## config.mk

```make
export PLATFORM = sky130hd
export DESIGN_NAME = alu_issue_stage
export DESIGN_NICKNAME = d
export VERILOG_FILES = /design/src/rtl/alu_pkg.sv /design/src/rtl/alu_issue_decode.sv /design/src/rtl/alu_issue_stage.sv
export SDC_FILE = /design/constraint.sdc
export NUM_CORES = 1
export LEC_CHECK = 0
export ABC_AREA = 1
export BUFFER_PORTS_ARGS = -buffer_cell sky130_fd_sc_hd__buf_2
export CAP_MARGIN = 20
export CELL_PAD_IN_SITES_DETAIL_PLACEMENT = 0
export CELL_PAD_IN_SITES_GLOBAL_PLACEMENT = 1
export CORE_MARGIN = 3
export CORE_UTILIZATION = 30
export DETAILED_ROUTE_END_ITERATION = 8
export GPL_TIMING_DRIVEN = 0
export HOLD_SLACK_MARGIN = 0.05
export PLACE_DENSITY = 0.76
export SLEW_MARGIN = 20
export SYNTH_ARGS = -nofsm -noshare
export SYNTH_HDL_FRONTEND = slang
export SYNTH_SLANG_ARGS = --single-unit
```

## constraint.sdc

```tcl
create_clock -name clk -period 2.8 [get_ports clk]
set_input_delay 0.42 -clock clk [delete_from_list [all_inputs] [get_ports clk]]
set_output_delay 0.42 -clock clk [all_outputs]
set_load 0.01 [all_outputs]
```

## src/rtl/alu_pkg.sv

```systemverilog
// Shared ALU definitions: operation select codes, RV32I opcode and funct7
// constants, the decoded-issue record and the immediate sign-extension helper.
package alu_pkg;

  // ALU operation select as seen by the execute stage
  typedef enum logic [3:0] {
    ALU_AND  = 4'd0,
    ALU_OR   = 4'd1,
    ALU_ADD  = 4'd2,
    ALU_SLL  = 4'd3,
    ALU_XOR  = 4'd4,
    ALU_SRA  = 4'd5,
    ALU_SUB  = 4'd6,
    ALU_SLTU = 4'd7,
    ALU_SLT  = 4'd8,
    ALU_SRL  = 4'd9,
    ALU_SLLI = 4'd10,
    ALU_SRLI = 4'd11,
    ALU_NOR  = 4'd12,
    ALU_SRAI = 4'd13
  } alu_op_e;

  // RV32I major opcodes handled by the issue stage
  localparam logic [6:0] OPC_OP     = 7'b0110011;
  localparam logic [6:0] OPC_OP_IMM = 7'b0010011;
  localparam logic [6:0] OPC_LUI    = 7'b0110111;
  localparam logic [6:0] OPC_AUIPC  = 7'b0010111;
  localparam logic [6:0] OPC_LOAD   = 7'b0000011;
  localparam logic [6:0] OPC_STORE  = 7'b0100011;
  localparam logic [6:0] OPC_BRANCH = 7'b1100011;

  // funct7 values: base encoding and the SUB/SRA alternate
  localparam logic [6:0] F7_BASE = 7'b0000000;
  localparam logic [6:0] F7_ALT  = 7'b0100000;

  // One decoded operation as held in the issue slot or skid entry
  typedef struct packed {
    alu_op_e     alu_sel;
    logic [31:0] op_a;
    logic [31:0] op_b;
    logic [4:0]  rd;
    logic        wb_en;
    logic        illegal;
  } issue_t;

  function automatic logic [31:0] sext12(input logic [11:0] imm);
    return {{20{imm[11]}}, imm};
  endfunction

endpackage

```

## src/rtl/alu_issue_decode.sv

```systemverilog
// Combinational RV32I decode into ALU select, operands, destination and
// write-back enable. Undecodable words produce an all-zero operation with
// illegal set; rd always reflects instr[11:7].
module alu_issue_decode
  import alu_pkg::*;
(
  input  logic [31:0] instr,
  input  logic [31:0] pc,
  input  logic [31:0] rs1_data,
  input  logic [31:0] rs2_data,
  output issue_t      dec
);

  logic [6:0] opcode;
  logic [2:0] funct3;
  logic [6:0] funct7;
  logic [4:0] rd_f;
  logic       legal;
  logic       wb_class;
  issue_t     raw;

  assign opcode = instr[6:0];
  assign funct3 = instr[14:12];
  assign funct7 = instr[31:25];
  assign rd_f   = instr[11:7];

  // Per-opcode decode; legality and write-back class resolved alongside
  always_comb begin
    raw      = '0;
    raw.rd   = rd_f;
    legal    = 1'b1;
    wb_class = 1'b0;
    case (opcode)
      OPC_OP: begin
        raw.op_a = rs1_data;
        raw.op_b = rs2_data;
        wb_class = 1'b1;
        case (funct3)
          3'b000:  raw.alu_sel = (funct7 == F7_ALT) ? ALU_SUB : ALU_ADD;
          3'b001:  raw.alu_sel = ALU_SLL;
          3'b010:  raw.alu_sel = ALU_SLT;
          3'b011:  raw.alu_sel = ALU_SLTU;
          3'b100:  raw.alu_sel = ALU_XOR;
          3'b101:  raw.alu_sel = (funct7 == F7_ALT) ? ALU_SRA : ALU_SRL;
          3'b110:  raw.alu_sel = ALU_OR;
          default: raw.alu_sel = ALU_AND;
        endcase
        // Only SUB and SRA may use the alternate funct7
        if (!((funct7 == F7_BASE) ||
              ((funct7 == F7_ALT) && ((funct3 == 3'b000) || (funct3 == 3'b101)))))
          legal = 1'b0;
      end
      OPC_OP_IMM: begin
        raw.op_a = rs1_data;
        raw.op_b = sext12(instr[31:20]);
        wb_class = 1'b1;
        case (funct3)
          3'b000: raw.alu_sel = ALU_ADD;
          3'b010: raw.alu_sel = ALU_SLT;
          3'b011: raw.alu_sel = ALU_SLTU;
          3'b100: raw.alu_sel = ALU_XOR;
          3'b110: raw.alu_sel = ALU_OR;
          3'b111: raw.alu_sel = ALU_AND;
          3'b001: begin
            raw.alu_sel = ALU_SLLI;
            raw.op_b    = {27'b0, instr[24:20]};
            if (funct7 != F7_BASE) legal = 1'b0;
          end
          default: begin
            raw.alu_sel = (funct7 == F7_ALT) ? ALU_SRAI : ALU_SRLI;
            raw.op_b    = {27'b0, instr[24:20]};
            if ((funct7 != F7_BASE) && (funct7 != F7_ALT)) legal = 1'b0;
          end
        endcase
      end
      OPC_LUI: begin
        raw.alu_sel = ALU_ADD;
        raw.op_a    = 32'd0;
        raw.op_b    = {instr[31:12], 12'b0};
        wb_class    = 1'b1;
      end
      OPC_AUIPC: begin
        raw.alu_sel = ALU_ADD;
        raw.op_a    = pc;
        raw.op_b    = {instr[31:12], 12'b0};
        wb_class    = 1'b1;
      end
      OPC_LOAD: begin
        raw.alu_sel = ALU_ADD;
        raw.op_a    = rs1_data;
        raw.op_b    = sext12(instr[31:20]);
        wb_class    = 1'b1;
      end
      OPC_STORE: begin
        raw.alu_sel = ALU_ADD;
        raw.op_a    = rs1_data;
        raw.op_b    = sext12({instr[31:25], instr[11:7]});
      end
      OPC_BRANCH: begin
        raw.op_a = rs1_data;
        raw.op_b = rs2_data;
        case (funct3)
          3'b000, 3'b001: raw.alu_sel = ALU_SUB;
          3'b100, 3'b101: raw.alu_sel = ALU_SLT;
          3'b110, 3'b111: raw.alu_sel = ALU_SLTU;
          default:        legal = 1'b0;
        endcase
      end
      default: legal = 1'b0;
    endcase
  end

  // Illegal words still issue, but as a harmless zero operation
  always_comb begin
    dec = raw;
    if (!legal) begin
      dec         = '0;
      dec.rd      = rd_f;
      dec.illegal = 1'b1;
    end else begin
      dec.wb_en = wb_class && (rd_f != 5'd0);
    end
  end

endmodule

```

## src/rtl/alu_issue_stage.sv

```systemverilog
// ALU issue stage: one registered issue slot in front of the execute stage,
// fed by alu_issue_decode. Define ALU_ISSUE_SKID_EN to add a second (skid)
// entry so that in_ready becomes a registered "skid empty" flag.
//
// Handshake: a transfer happens on a rising edge where valid && ready are both
// high; valid never waits on ready, and while out_valid && !out_ready every
// output holds. flush wins over any same-cycle transfer on either side.
module alu_issue_stage
  import alu_pkg::*;
(
  input  logic        clk,
  input  logic        rst_n,
  input  logic        flush,
  input  logic        in_valid,
  output logic        in_ready,
  input  logic [31:0] instr,
  input  logic [31:0] pc,
  input  logic [31:0] rs1_data,
  input  logic [31:0] rs2_data,
  output logic        out_valid,
  input  logic        out_ready,
  output logic [3:0]  alu_sel,
  output logic [31:0] op_a,
  output logic [31:0] op_b,
  output logic [4:0]  rd,
  output logic        wb_en,
  output logic        illegal
);

  issue_t dec;
  issue_t out_q;
  logic   out_valid_q;
  logic   accept;

  alu_issue_decode u_decode (
    .instr    (instr),
    .pc       (pc),
    .rs1_data (rs1_data),
    .rs2_data (rs2_data),
    .dec      (dec)
  );

  assign accept = in_valid && in_ready;

`ifdef ALU_ISSUE_SKID_EN
  issue_t skid_q;
  logic   skid_valid_q;
  logic   in_ready_q;

  // Issue slot plus skid entry; the skid catches an accept made while stalled
  always_ff @(posedge clk or negedge rst_n) begin
    if (!rst_n) begin
      out_q        <= '0;
      out_valid_q  <= 1'b0;
      skid_q       <= '0;
      skid_valid_q <= 1'b0;
      in_ready_q   <= 1'b0;
    end else if (flush) begin
      out_valid_q  <= 1'b0;
      skid_valid_q <= 1'b0;
      in_ready_q   <= 1'b1;
    end else if (out_valid_q && !out_ready) begin
      if (accept) begin
        skid_q       <= dec;
        skid_valid_q <= 1'b1;
        in_ready_q   <= 1'b0;
      end
    end else if (skid_valid_q) begin
      out_q        <= skid_q;
      out_valid_q  <= 1'b1;
      skid_valid_q <= 1'b0;
      in_ready_q   <= 1'b1;
    end else if (accept) begin
      out_q       <= dec;
      out_valid_q <= 1'b1;
      in_ready_q  <= 1'b1;
    end else begin
      out_valid_q <= 1'b0;
      in_ready_q  <= 1'b1;
    end
  end

  assign in_ready = in_ready_q;
`else
  // Single issue slot: load on accept, empty on consume, cleared by flush
  always_ff @(posedge clk or negedge rst_n) begin
    if (!rst_n) begin
      out_q       <= '0;
      out_valid_q <= 1'b0;
    end else if (flush) begin
      out_valid_q <= 1'b0;
    end else if (accept) begin
      out_q       <= dec;
      out_valid_q <= 1'b1;
    end else if (out_valid_q && out_ready) begin
      out_valid_q <= 1'b0;
    end
  end

  // Ready whenever the slot is free or draining; forced low during reset
  assign in_ready = rst_n && (!out_valid_q || out_ready);
`endif

  assign out_valid = out_valid_q;
  assign alu_sel   = out_q.alu_sel;
  assign op_a      = out_q.op_a;
  assign op_b      = out_q.op_b;
  assign rd        = out_q.rd;
  assign wb_en     = out_q.wb_en;
  assign illegal   = out_q.illegal;

endmodule
```

# Word level (Yosys, flattened, before mapping)
# Cells that the tools add are included.
[totals]
regBits = 76
wordCells = 68
out_inout_bits = 77
inputBits = 133
[op_classes]
n_mux = 21
n_bitwise = 1
n_reduce_logical = 23
eq_ne = 16
[ops]
columns = ["cell", "count"]
rows = [
  ["case mux 68 bit (7 select lines)", 1],
  ["2-to-1 mux 73 bit", 1],
  ["case mux 4 bit (7 select lines)", 2],
  ["2-to-1 mux 32 bit", 1],
  ["== test 7 x 6 -> 1 bit, second input constant", 4],
  ["== test 7 x 5 -> 1 bit, second input constant", 2],
  ["== test 3 bit, second input constant", 4],
  ["case mux 4 bit (3 select lines)", 1],
  ["OR reduction 6 bit", 2],
  ["2-to-1 mux 1 bit", 10],
  ["== test 7 x 2 -> 1 bit, second input constant", 1],
  ["== test 7 bit, second input constant", 1],
  ["zero test 7 bit", 1],
  ["inequality test 7 x 6 -> 1 bit, second input constant", 1],
  ["nonzero test 7 bit", 1],
  ["== test 3 x 2 -> 1 bit, second input constant", 2],
  ["logical AND 1 bit", 6],
  ["2-to-1 mux 3 bit", 2],
  ["OR reduction 2 bit", 3],
  ["nonzero test 5 bit", 1],
  ["OR reduction 5 bit", 1],
  ["2-to-1 mux 4 bit", 1],
  ["case mux 1 bit (4 select lines)", 1],
  ["OR reduction 4 bit", 1],
  ["other kinds (8)", 10],
]

# Depth between registers and ports, before layout
[depth]
depth_word = 7
ltp_mapped = 11
ltp_nobuf = 11

# Cells and area by module
# Synthesis repeated with hierarchy kept, for this count alone.
[unflattened]
hier_cells = 892
hier_area_um2 = 5704.2
[by_module_without_submodules]
columns = ["mod", "instances", "seq_area_each_um2", "cells_per_inst", "area_per_inst_um2"]
rows = [
  ["alu_issue_stage", 1, 1901.8, 341, 3183.1],
  ["alu_issue_decode", 1, 0.0, 551, 2521.2],
]

# Worst setup path after synthesis
# No wires, ideal clock.
[synth_path]
path_type = "input-to-reg"
start = "in instr[14]"
end = "reg out_q (netlist bit alu_sel[3])"
required_ns = 2.682
path_stages = 11
t_arrival_ns = 1.484
n_path_buf = 1
setup_ns = 0.118
slack_ns = 1.198
cell_sequence = "inv_1 -> ha_1 -> inv_1 -> nand3_2 -> nor2_1 -> nand2_1 -> nand2_1 -> nand3_2 -> buf_2 -> nand3_1 -> nand2_1"
[synth_between]
elab_chain_cells = 7
word_cells_on_any_way = 25
cone_classes = "eq/ne (7); mux (9); reduce/logical (9)"
[synth_rtl]
columns = ["element", "line_no", "source"]
rows = [
  ["from (decl)", "alu_issue_stage.sv:16", "input logic [31:0] instr,"],
  ["parallel branches: the longest is 6 deep, another holds OR reduction 6 bit", "-", ""],
  ["2-to-1 mux 73 bit (*)", "alu_issue_decode.sv:116", "if (!legal) begin"],
  ["to (signal assigned)", "alu_issue_stage.sv:88", "out_q <= '0;"],
  ["to (signal assigned)", "alu_issue_stage.sv:93", "out_q <= dec;"],
  ["to (decl)", "alu_issue_stage.sv:31", "issue_t out_q;"],
]
# Mark *: on every way between the ends.
# A chain may end at the register's enable or synchronous reset.

# Worst setup path after layout
[layout_path]
start = "in rst_n"
end = "reg out_q (netlist bit alu_sel[2])"
[layout_between]
elab_chain_cells = 3
[layout_rtl]
columns = ["element", "line_no", "source"]
rows = [
  ["from (decl)", "alu_issue_stage.sv:12", "input logic rst_n,"],
  ["logical AND 1 bit", "alu_issue_stage.sv:101", "assign in_ready = rst_n && (!out_valid_q || out_ready);"],
  ["logical AND 1 bit", "alu_issue_stage.sv:43", "assign accept = in_valid && in_ready;"],
  ["AND reduction 2 bit (no source line)", "-", ""],
]
# Every way passes these cells.

==> results.md <==
- Cell repeated most along the worst path: nand2_1
- R2R cell count: 7
- Type of the worst setup path: in -> reg
- Iteration-0 DRC count of the detailed router: 297
- Die width: 129 microns
- Post-route fraction of the period consumed by the critical path: 0.902
- Share of post-route cells with drive strength above 1: 0.302
- Number of stages on the worst hold path: 2
- Initial standard-cell utilization of the core: 0.309
- Static Leak: 3.76 nW
- Source-to-sink clock delay at the later pin of the worst-skew pair: 0.34 ns
- Area growth, synth to finish: 35.3%
- Die height: 129 microns
- Maximum buffer depth of the clock tree: 2
- Largest net degree at the start of global routing: 42
- Final count of negative-setup-slack endpoints: 0
- Clock tree from TritonCTS: yes
- RSZ-0062 raised after global routing: false
- Antenna Nets Post-Route: 0
- Arrival time worst endpoint: 2.81 ns
- Placed cell count: 1051
- Crit path buffers/inverters: 4
- Worst hold slack across all endpoints: 0.335 ns
- Largest fanout on the critical path: 37
- First-pass GRT wire length: 26200 microns
- Via density per instance: around 4.8
- Total vias in the final route: 5109
- Cell type group with the largest total delay on the critical path: buffers and inverters
- Die outline area: roughly 0.017 sq mm
- Synth Register Bits: 76
- Total CTS buffers: 9
- Maxcap violations: 0
- Class of the tightest hold or removal check: in -> reg
- Peak supply drop: 0.000271 V
- Status: completed
- Number of input and output port buffers inserted: roughly 210
- Number of H-tree levels: 3
- Setup crit start kind: input port
- GRT Overall Usage: 0.204
- Post-Synthesis Mean Instance Area: between 6 and 7 sq um
- Final Hold Fails: 0
- Clock tree root buffer cell: clkbuf_16
- Required time of the worst setup path: 3.08 ns
- Net Count, Synth: 795
- Worst Tran Pin Value: about 0.63 ns
- DRC Markers: 0
- Number of fill cells in the layout: about 1.6k
- Number of stages on the worst setup path: 8
- Site row count: 44
- Global route total overflow: 0
- Pwr Density: 421 mW/mm^2
- Core box area: between 0.01 and 0.015 sq mm
- Portion of the post-synthesis area used by sequential elements: 0.421
- Boundary pin count: 210
- Unique masters post-synth: 29
- Fin crit period: 2.52 ns
- Detailed Place HPWL: 13200 microns
- Gp weighted congestion: 0.825
- Max-slew headroom at the worst pin: 0.577
- Capturing element type of the critical path: flip-flop
- Yosys Warn Count: 0
- Clock skew after layout: 0.00470 ns
- Fin Setup TNS: 0 ns
- Summed instance area of the synthesized netlist: 0.00452 sq mm
- Max stage delay on crit path: between 0.5 and 0.6 ns
- Register cell area after layout: approximately 0.0019 sq mm
- Via count of the first global-routing pass: 4885
- CTS sink count: 76
- Nets: between 1k and 1.5k
- Max-slew violations: 0
- Post-Layout Cell Count: 1069
- WL/cell: 15.9 microns
- Number of antenna violations at the first check in global routing: 2
- Worst path slowest cell: dlygate4sd3_1
- Detailed Routing Iterations Pass 1: 4
- Clock transition at the register clock pins on the worst setup and hold paths after CTS: 0.06 ns
- Total routed wirelength: 17000 microns
- Area of combinational cells with multiple inputs: 0.00231 sq mm
- Cell Chain, Critical Path: dlygate4sd3_1 -> buf_6 -> nand2_1 -> nor3_4 -> clkbuf_1 -> buf_2 -> nand3_1 -> nand2_1
- Syn Inst Count: 658
- Maximum achievable frequency: 396 MHz
logic make-up (layout without fill, tap and decap cells):
kind of cell | count (synthesis) | count (layout) | share of synthesized area
AND/OR/NAND/NOR | 483 | 483 | 0.469
flip-flops | 76 | 76 | 0.421
buffers and inverters | 72 | 298 | 0.0700
AO/OA/AOI/OAI | 23 | 23 | 0.0296
adder cells (fa/ha/maj) | 4 | 4 | 0.0111
other | 0 | 1 | 0
worst reg2reg max path: stages, from the launching register on:
cell and delay (ns):
dfrtp_1 0.38, nand2_1 0.08, nand2_1 0.09, nor3_4 0.30
clkbuf_1 0.47, buf_2 0.36, nand3_1 0.13, nand2_1 0.07
through the flow:
| step | setup slack (ns) | util | cell area [sq um] | power, mW |
|---|---|---|---|---|
| after floorplan | 1.20 | - | 4520 | 1.28 |
| after global placement | -0.827 | 0.396 | 5790 | 1.48 |
| after detailed placement | 0.236 | 0.397 | 5820 | 1.48 |
| after CTS | 0.0527 | 0.417 | 6100 | 2.61 |
| after global routing | 0.0830 | 0.418 | 6120 | 2.70 |
| final | 0.275 | 0.418 | 6120 | 2.57 |
cell usage after synthesis (all sizes together):
library cell  count  area [sq um]
nor2             21           108
nand3b            1          7.51
inv              27           101
nor4              1          6.26
dfrtp            76          1900
nand2           275          1050
o21ai            10          50.0
nand3           178           901
buf              29           155
nor3              5          35.0
ha                4          50.1
o211ai            6          45.0
clkbuf           15          56.3
nand4             2          12.5
clkinv            1          3.75
a21oi             7          38.8
path summary, 6_finish.rpt:
path	startpoint	endpoint	slack (ns)
min in group asynchronous	rst_n	op_a[6]	0.53
max in group asynchronous	rst_n	alu_sel[0]	1.73
min	flush	out_valid	0.33
min reg2reg	op_b[9]	op_b[9]	0.47
max reg2reg	out_valid	alu_sel[2]	0.85
max	rst_n	alu_sel[2]	0.28
repair_timing:
action / 4_1_cts / 5_1_grt
hold endpoints to repair: 2 / 0
setup endpoints to repair: 0 / 70
resized for setup: 0 / 2
hold buffers: 1 / 0
setup buffers: 0 / 0
sequential cells by signal, indices dropped and copies added (netlist names):
signal	count
out_valid	1
op_a	32
wb_en	1
illegal	1
op_b	32
alu_sel	4
rd	5
report_power, final:
part / total [mW] / switching [mW] / internal, mW / leakage (nW)
sequential: 1.12 / 0.00863 / 1.12 / 1.05
clock: 1.11 / 0.485 / 0.626 / 0.128
combinational: 0.337 / 0.211 / 0.126 / 2.58
total: 2.57 / 0.705 / 1.87 / 3.76
placed cells by master, fill, tap and decap left out:
cell / instances
clkbuf_1: 16
buf_1: 4
buf_6: 3
o211ai_1: 6
inv_1: 23
nor3_4: 1
clkbuf_8: 1
dlygate4sd3_1: 1
a21oi_2: 1
buf_12: 1
nor3_1: 3
nand3_2: 2
nor2_2: 2
nand3b_1: 1
clkinv_1: 1
ha_1: 4
buf_2: 229
nand2_1: 270
buf_4: 1
clkinv_2: 1
nor4_1: 1
diode_2: 1
inv_6: 1
o21ai_0: 9
nor2_8: 1
inv_2: 4
o21ai_1: 1
nor3_2: 1
nand4_1: 2
nand3_1: 176
dfrtp_1: 76
a21oi_1: 6
nand2_4: 1
clkbuf_16: 9
nor2_4: 1
nor2_1: 17
nand2_2: 4
clkinvlp_4: 3
cell type report:
cell class,count,share of cell area
diodes,1,0.000409
plain buffers,44,0.0346
clock buffers,11,0.0397
clock inverters,5,0.00593
inverters,28,0.0172
multi-input cells,510,0.378
flip-flops and latches,76,0.311
well taps,184,0.0376
repair buffers,210,0.176
layer usage:
| layer | wire length [microns] | vias to the layer above | track usage |
|---|---|---|---|
| li1 | - | 2591 | - |
| met3 | 1190 | 15 | 0.0494 |
| met4 | 205 | 2 | 0.0562 |
| met1 | 7650 | 2338 | 0.280 |
| met5 | 13 | - | 0 |
| met2 | 7980 | 163 | 0.321 |
No activity file was read; power rests on OpenSTA's default activity.
